File: config.mk
export PLATFORM = sky130hd
export DESIGN_NAME = bus_tx_queue
export DESIGN_NICKNAME = d
export VERILOG_FILES = /design/src/rtl/bus_tx_queue.sv
export SDC_FILE = /design/constraint.sdc
export NUM_CORES = 1
export LEC_CHECK = 0
export CORE_MARGIN = 10
export CORE_UTILIZATION = 50
export DETAILED_ROUTE_END_ITERATION = 16
export PLACE_DENSITY = 0.7
export SYNTH_ARGS = -nofsm -noshare
export SYNTH_HDL_FRONTEND = slang
export SYNTH_SLANG_ARGS = --single-unit
File: constraint.sdc
create_clock -name clk -period 8.5 [get_ports clk]
set_input_delay 2.55 -clock clk [delete_from_list [all_inputs] [get_ports clk]]
set_output_delay 2.55 -clock clk [all_outputs]
set_load 0.05 [all_outputs]
File: src/rtl/bus_tx_queue.sv
// Transmit queue for one device on the shared tri-state bus: buffers device writes,
// requests the bus, pops one word per granted cycle and caps each tenure at MAX_BURST words.
module bus_tx_queue #(
  parameter int N         = 8,
  parameter int DEPTH     = 8,
  parameter int MAX_BURST = 4,
  parameter int GAP       = 1
) (
  input  logic                         clk,
  input  logic                         rst,
  input  logic                         wr_valid,
  input  logic [N-1:0]                 wr_data,
  output logic                         wr_ready,
  input  logic                         grant,
  output logic                         req,
  output logic [N-1:0]                 bus_data,
  output logic [$clog2(DEPTH+1)-1:0]   count,
  output logic                         sent
);

  localparam int AW = $clog2(DEPTH);
  localparam int CW = $clog2(DEPTH+1);
  localparam int BW = $clog2(MAX_BURST+1);
  localparam int GW = $clog2(GAP+2);
  localparam logic [BW-1:0] BURST_LAST = BW'(MAX_BURST-1);
  localparam logic [GW-1:0] GAP_LAST   = GW'((GAP > 0) ? GAP-1 : 0);

  typedef enum logic [1:0] {IDLE, ACTIVE, BACKOFF} state_t;

  state_t          state;
  logic [N-1:0]    mem [DEPTH];
  logic [AW-1:0]   wr_ptr, rd_ptr;
  logic [BW-1:0]   burst_cnt;
  logic [GW-1:0]   gap_cnt;
  logic            push, pop;
  logic [CW-1:0]   count_next;

  assign wr_ready   = (count != CW'(DEPTH));
  assign push       = wr_valid & wr_ready;
  assign pop        = (state == ACTIVE) & req & grant & (count != '0);
  assign count_next = count + CW'(push) - CW'(pop);
  // Head word goes straight to the bus driver; forced to zero so an empty queue drives a clean value.
  assign bus_data   = (count != '0) ? mem[rd_ptr] : '0;

  always_ff @(posedge clk) begin
    if (push)
      mem[wr_ptr] <= wr_data;
  end

  always_ff @(posedge clk) begin
    if (!rst) begin
      state     <= IDLE;
      req       <= 1'b0;
      count     <= '0;
      sent      <= 1'b0;
      wr_ptr    <= '0;
      rd_ptr    <= '0;
      burst_cnt <= '0;
      gap_cnt   <= '0;
    end else begin
      count <= count_next;
      sent  <= pop;
      if (push)
        wr_ptr <= wr_ptr + AW'(1);
      if (pop)
        rd_ptr <= rd_ptr + AW'(1);

      case (state)
        IDLE: begin
          req <= 1'b0;
          if (count_next != '0) begin
            state     <= ACTIVE;
            req       <= 1'b1;
            burst_cnt <= '0;
          end
        end
        ACTIVE: begin
          if (pop) begin
            burst_cnt <= burst_cnt + BW'(1);
            // Tenure ends on the burst cap or when this pop drains the queue.
            if (burst_cnt == BURST_LAST || count_next == '0) begin
              req       <= 1'b0;
              burst_cnt <= '0;
              if (GAP > 0) begin
                state   <= BACKOFF;
                gap_cnt <= '0;
              end else begin
                state   <= IDLE;
              end
            end
          end
        end
        BACKOFF: begin
          req <= 1'b0;
          if (gap_cnt == GAP_LAST)
            state <= IDLE;
          else
            gap_cnt <= gap_cnt + GW'(1);
        end
        default: begin
          state <= IDLE;
          req   <= 1'b0;
        end
      endcase
    end
  end

endmodule
==> flow_summary.yaml, run 1 <==
placed_design:
  placed_cell_area_um2: 3980
  hpwl_um: 4230
  numPortBuffers: 26
  gp_congestion: 0.766
clocking:
  ctsHtreeMaxLevel: 3
  holdBufCountCts: 0
  clkLatencyLatePin_ps: 340
  cts_resized: 0
  clkTransAtPathRegs_ps: 80
  clockRootBuffer: "clkbuf_8"
  cts_buffers: 9
  post_cts_buffers: 0
  clock_sinks: 86
  tritoncts: "built"
  cts_buffer_depth: 2
timing:
  setup_viol_count_final: 0
  rsz0062_at_grt: "false"
  fmax_mhz: 181
  maxSlewHeadroom: 0.208
  tightestPinTransition_ps: 1180
  finalSetupTns_ps: 0
  clock_skew_ps: 7.01
  drv_slew: 0
  hold_viol_final: 0
  fin_crit_ps: 5530
  finalCritPeriodShare: 0.651
die:
  fp.coreArea_um2: 7180
  die_h_um: 105
  die_w_um: 105
  io_pins: 27
  num_rows: 31
  start_util: 0.508
  die-area_um2: 11100
yosys:
  synth.avg_cell_area_um2: 15.7
  synthCells: 233
  synth_flop_cell: "edfxtp_1"
  synth_nets: 257
  synth_edf_count: 64
  yosysWarningCount: 0
  synth.distinct_cells: 47
  synthArstFlopShare: 0
  synth_area_um2: 3650
  yosys_register_bits: 86
  synth-seq-area-share: 0.648
global_routing:
  grt_pass1_wl_um: 10600
  grtUsageTotal: 0.124
  grt_max_degree: 21
  grt_pass1_vias: 1997
  antenna_found_initial: 0
  overflow: 0
setup_path:
  worst_ep_required_time_ps: 5950
  endpoint_kind: "output port"
  rr_worst_depth: 13
  cp_max_fo: 16
  critPathArrivalTime_ps: 2980
  critical_path_class: "reg2out"
  reg2reg_to: "burst_cnt[1]"
  r2r-start: "count[2]"
  regToRegSetupSlack_ps: 4720
  start_kind: "flip-flop"
finish:
  antennaDiodeCount: 0
  multiInputGateArea_um2: 1180
  drive_gt1_frac: 0.163
  final_cell_area_um2: 4210
  nFillCells: 542
  seqCellArea_um2: 2360
  nets: 284
  syn_to_final_growth_pct: 15.5
  utilization: 0.587
flow_run:
  cap_violations: 0
pwr:
  switchingPower_uw: 437
  combinationalPowerShare: 0.330
  p_int_uw: 833
  power.leakage_uw: 0.00136
  clkPwrFrac: 0.264
  p_seq_frac: 0.406
  peakVddDrop_mv: 0.171
  pwr_density_cell_nw_per_um2: 302
  p_sw_frac: 0.344
detailed_routing:
  drc_errors: 0
  wl_per_cell_um: 18.0
  via_count: 1963
  first_pass_iters: 4
  ant_nets: 0
  drtIter0Drc: 103
  wl_um: 6520
  routed_via_density: 5.41
min_path:
  holdCritStartpoint: "burst_cnt[2]"
  hold_class: "reg2reg"
  holdPathEnd: "burst_cnt[2]"
  min_path_cells: 2
outcome:
  status: "complete, no violations"
==> cell families after synthesis <==
group,synth area share
buffers and inverters,0.0309
flip-flops,0.648
AO/OA/AOI/OAI,0.0473
AND/OR/NAND/NOR,0.0950
adder cells (fa/ha/maj),0.0432
multiplexers,0.126
XOR/XNOR,0.00961
==> cell type report <==
type / instances / area share
Sequential cell: 86 / 0.561
Timing Repair Buffer: 26 / 0.0618
Tap cell: 99 / 0.0294
Clock inverter: 6 / 0.0261
Inverter: 13 / 0.0116
Clock buffer: 9 / 0.0294
Multi-Input combinational cell: 124 / 0.281
==> state kept, by name, summed over array words and instances, names as in the netlist, named ones only <==
| name | flops |
|---|---|
| burst_cnt | 3 |
| rd_ptr | 3 |
| mem | 64 |
| state | 2 |
| wr_ptr | 3 |
| sent | 1 |
| count | 4 |
| req | 1 |
| gap_cnt | 2 |
==> worst max-delay path, stage by stage (launching register included) <==
cell and delay (ps):
dfxtp_1 1020, mux4_2 600, mux2i_1 200, nor2_1 70
clkdlybuf4s50_1 750
==> worst max path at each step <==
stage                    from           end  slack, ps  cells past startpoint
global placement        grant  burst_cnt[1]       2860                     12
floorplan               grant  burst_cnt[1]       3490                     11
CTS                 flip-flop   bus_data[0]       2840                      4
global route        flip-flop   bus_data[2]       2720                      4
finish              flip-flop   bus_data[0]       2970                      4
detailed placement      grant  burst_cnt[1]       2780                     12
==> power groups by stage <==
| stage | clock network, uW | registers (uW) | logic (uW) |
|---|---|---|---|
| 2_1_floorplan | 0 | 544 | 291 |
| 3_3_place_gp | 0 | 526 | 415 |
| 3_5_place_dp | 0 | 526 | 421 |
| 4_1_cts | 341 | 517 | 423 |
| 5_1_grt | 356 | 523 | 451 |
| 6_report | 336 | 515 | 419 |
==> cell usage in the layout (no fill, tap or decap), types with 3 or more instances in the layout <==
cell              n
nand2b_1          4
edfxtp_1         64
inv_1            13
clkdlybuf4s50_1  26
mux4_2           16
nand3_1           4
xnor2_1           3
ha_1             11
a21oi_1           3
bufinv_16         3
mux2i_1          10
dfxtp_1          22
and2_1            4
nand2_1          13
clkbuf_8          9
nor2_1           16
==> cell usage after synthesis (2+ instances only) <==
master,number,area share
a21boi_1,2,0.0041
a21oi_1,3,0.0041
and2_1,4,0.0069
buf_1,2,0.0021
buf_2,2,0.0027
clkbuf_1,3,0.0031
clkbuf_8,2,0.0075
dfxtp_1,22,0.12
edfxtp_1,64,0.53
ha_1,11,0.038
inv_1,13,0.013
mux2i_1,10,0.027
mux4_2,16,0.099
nand2_1,13,0.013
nand2b_1,4,0.0069
nand3_1,4,0.0055
nor2_1,16,0.016
nor2b_1,2,0.0034
nor3_1,4,0.0055
nor3b_1,2,0.0041
o21ai_0,2,0.0027
o22ai_1,2,0.0034
o311ai_1,2,0.0048
o311ai_2,2,0.0089
o31ai_1,2,0.0041
xnor2_1,3,0.0072
==> stage by stage <==
stage / hold slack, ps / worst slack (ps) / std cells / total power [uW]
2_1_floorplan: 448 / 3490 / 233 / 835
3_3_place_gp: 460 / 2860 / 348 / 941
3_5_place_dp: 460 / 2780 / 348 / 947
4_1_cts: 475 / 2840 / 363 / 1280
5_1_grt: 502 / 2720 / 363 / 1330
6_report: 478 / 2970 / 363 / 1270
==> layer usage <==
metal  track usage  vias to the layer above  share of wire
met4        0.0559                        0          0.014
met2         0.189                       44           0.48
met1         0.161                      978           0.46
li1              -                      936              -
met5             0                        -              0
met3        0.0335                        5          0.045
No activity file was read; power rests on OpenSTA's default activity.
==> inputs of run 2 (changes only) <==
--- a/config.mk
+++ b/config.mk
@@ -8,7 +8,7 @@
 export CORE_MARGIN = 10
 export CORE_UTILIZATION = 50
 export DETAILED_ROUTE_END_ITERATION = 16
-export PLACE_DENSITY = 0.7
+export PLACE_DENSITY = 0.72
 export SYNTH_ARGS = -nofsm -noshare
 export SYNTH_HDL_FRONTEND = slang
 export SYNTH_SLANG_ARGS = --single-unit
==> constraint.sdc (replaced) <==
create_clock -name clk -period 5 [get_ports clk]
set_input_delay 1.5 -clock clk [delete_from_list [all_inputs] [get_ports clk]]
set_output_delay 1.5 -clock clk [all_outputs]
set_load 0.05 [all_outputs]
==> flow_summary.yaml, run 2 (synthesis gave the netlist of run 1 again) <==
setup_path:
  cp_max_fo: 4
  critical_path_class: "in2reg"
  worst_ep_required_time_ps: 5280
  endpoint_kind: "flip-flop"
  critPathArrivalTime_ps: 4570
  start_kind: "input port"
detailed_routing:
  drtIter0Drc: 155
  via_count: 1956
  ant_nets: 0
  first_pass_iters: 4
  routed_via_density: 5.34
  wl_um: 6430
  drc_errors: 0
  wl_per_cell_um: 17.6
die:
  die_h_um: 105
  die_w_um: 105
  num_rows: 31
  fp.coreArea_um2: 7180
  start_util: 0.508
  io_pins: 27
  die-area_um2: 11100
global_routing:
  grt_pass1_wl_um: 10600
  grt_pass1_vias: 2045
  grt_max_degree: 21
  overflow: 0
  antenna_found_initial: 0
  grtUsageTotal: 0.121
clocking:
  clock_sinks: 86
  tritoncts: "built"
  cts_buffers: 9
  cts_resized: 0
  cts_buffer_depth: 2
  clockRootBuffer: "clkbuf_8"
  post_cts_buffers: 0
  clkTransAtPathRegs_ps: 80
  clkLatencyLatePin_ps: 350
  holdBufCountCts: 0
  ctsHtreeMaxLevel: 3
timing:
  finalSetupTns_ps: 0
  fin_crit_ps: 4290
  hold_viol_final: 0
  fmax_mhz: 233
  setup_viol_count_final: 0
  rsz0062_at_grt: "false"
  tightestPinTransition_ps: 1080
  finalCritPeriodShare: 0.858
  clock_skew_ps: 11.6
  maxSlewHeadroom: 0.279
  drv_slew: 0
min_path:
  hold_class: "reg2reg"
finish:
  largest_register_ffs: 64
  drive_gt1_frac: 0.172
  regMostFlops: "mem"
  final_common_cell: "edfxtp_1"
  syn_to_final_growth_pct: 15.0
  top_regs: "mem: 64 flops, count: 4 flops"
  layout.cells.non_filler: 366
  utilization: 0.584
  antennaDiodeCount: 0
  layout_common_cells: "edfxtp_1, clkdlybuf4s50_1, dfxtp_1"
  nets: 286
outcome:
  status: "complete, no violations"
placed_design:
  numPortBuffers: 26
  gp_congestion: 0.795
  dp_cells: 350
  hpwl_um: 4160
flow_run:
  cap_violations: 0
pwr:
  pwr_density_cell_nw_per_um2: 497
  peakVddDrop_mv: 0.418
  p_total_uw: 2080
  power.leakage_uw: 0.00136
-- run 2: worst paths after layout --
path / startpoint / to / slack, ps / cells past startpoint
max: grant / burst_cnt[1] / 710 / 12
min: burst_cnt[2] / burst_cnt[2] / 480 / 2
max reg2reg: count[2] / burst_cnt[1] / 1290 / 13
min reg2reg: burst_cnt[2] / burst_cnt[2] / 480 / 2
-- run 2: report_power, final --
part           switching [uW]  total [uW]  internal, uW  leakage, uW
registers                41.3         862           821     0.000760
clock network             255         493           238     0.000106
logic                     459         730           271     0.000496
-- run 2: per-stage QoR --
step                hold slack (ps)  cell area [um2]  setup slack (ps)
global placement                458             3990               416
finish                          483             4190               710
floorplan                       448             3650              1040
detailed placement              469             3990               339
CTS                             485             4190               698
global route                    509             4190               560
-- run 2: worst max-delay path, cell delays in order --
cell and delay, ps:
clkdlybuf4s50_1 480, inv_1 110, nor4_4 380, ha_1 300, inv_1 50, ha_1 150
inv_1 50, fa_1 380, xnor2_1 170, or4b_1 470, o311a_1 350, o22ai_2 170
-- run 2: area by class of cell --
type | instances | area, um2
sequential | 86 | 2360
timing repair buffer | 28 | 275
clock inverter | 7 | 81.3
multi-input combinational | 124 | 1180
tap | 99 | 124
fill | 548 | 2980
inverter | 13 | 48.8
clock buffer | 9 | 124
-- run 2: routing by layer --
| metal | GRT usage | vias to the layer above | wire length [um] | part of all wire |
|---|---|---|---|---|
| met5 | 0 | - | 0 | 0 |
| met4 | 0.0598 | 0 | 93 | 0.014 |
| met3 | 0.0268 | 9 | 266 | 0.041 |
| met2 | 0.185 | 42 | 3070 | 0.48 |
| met1 | 0.161 | 963 | 3000 | 0.47 |
| li1 | - | 942 | - | - |
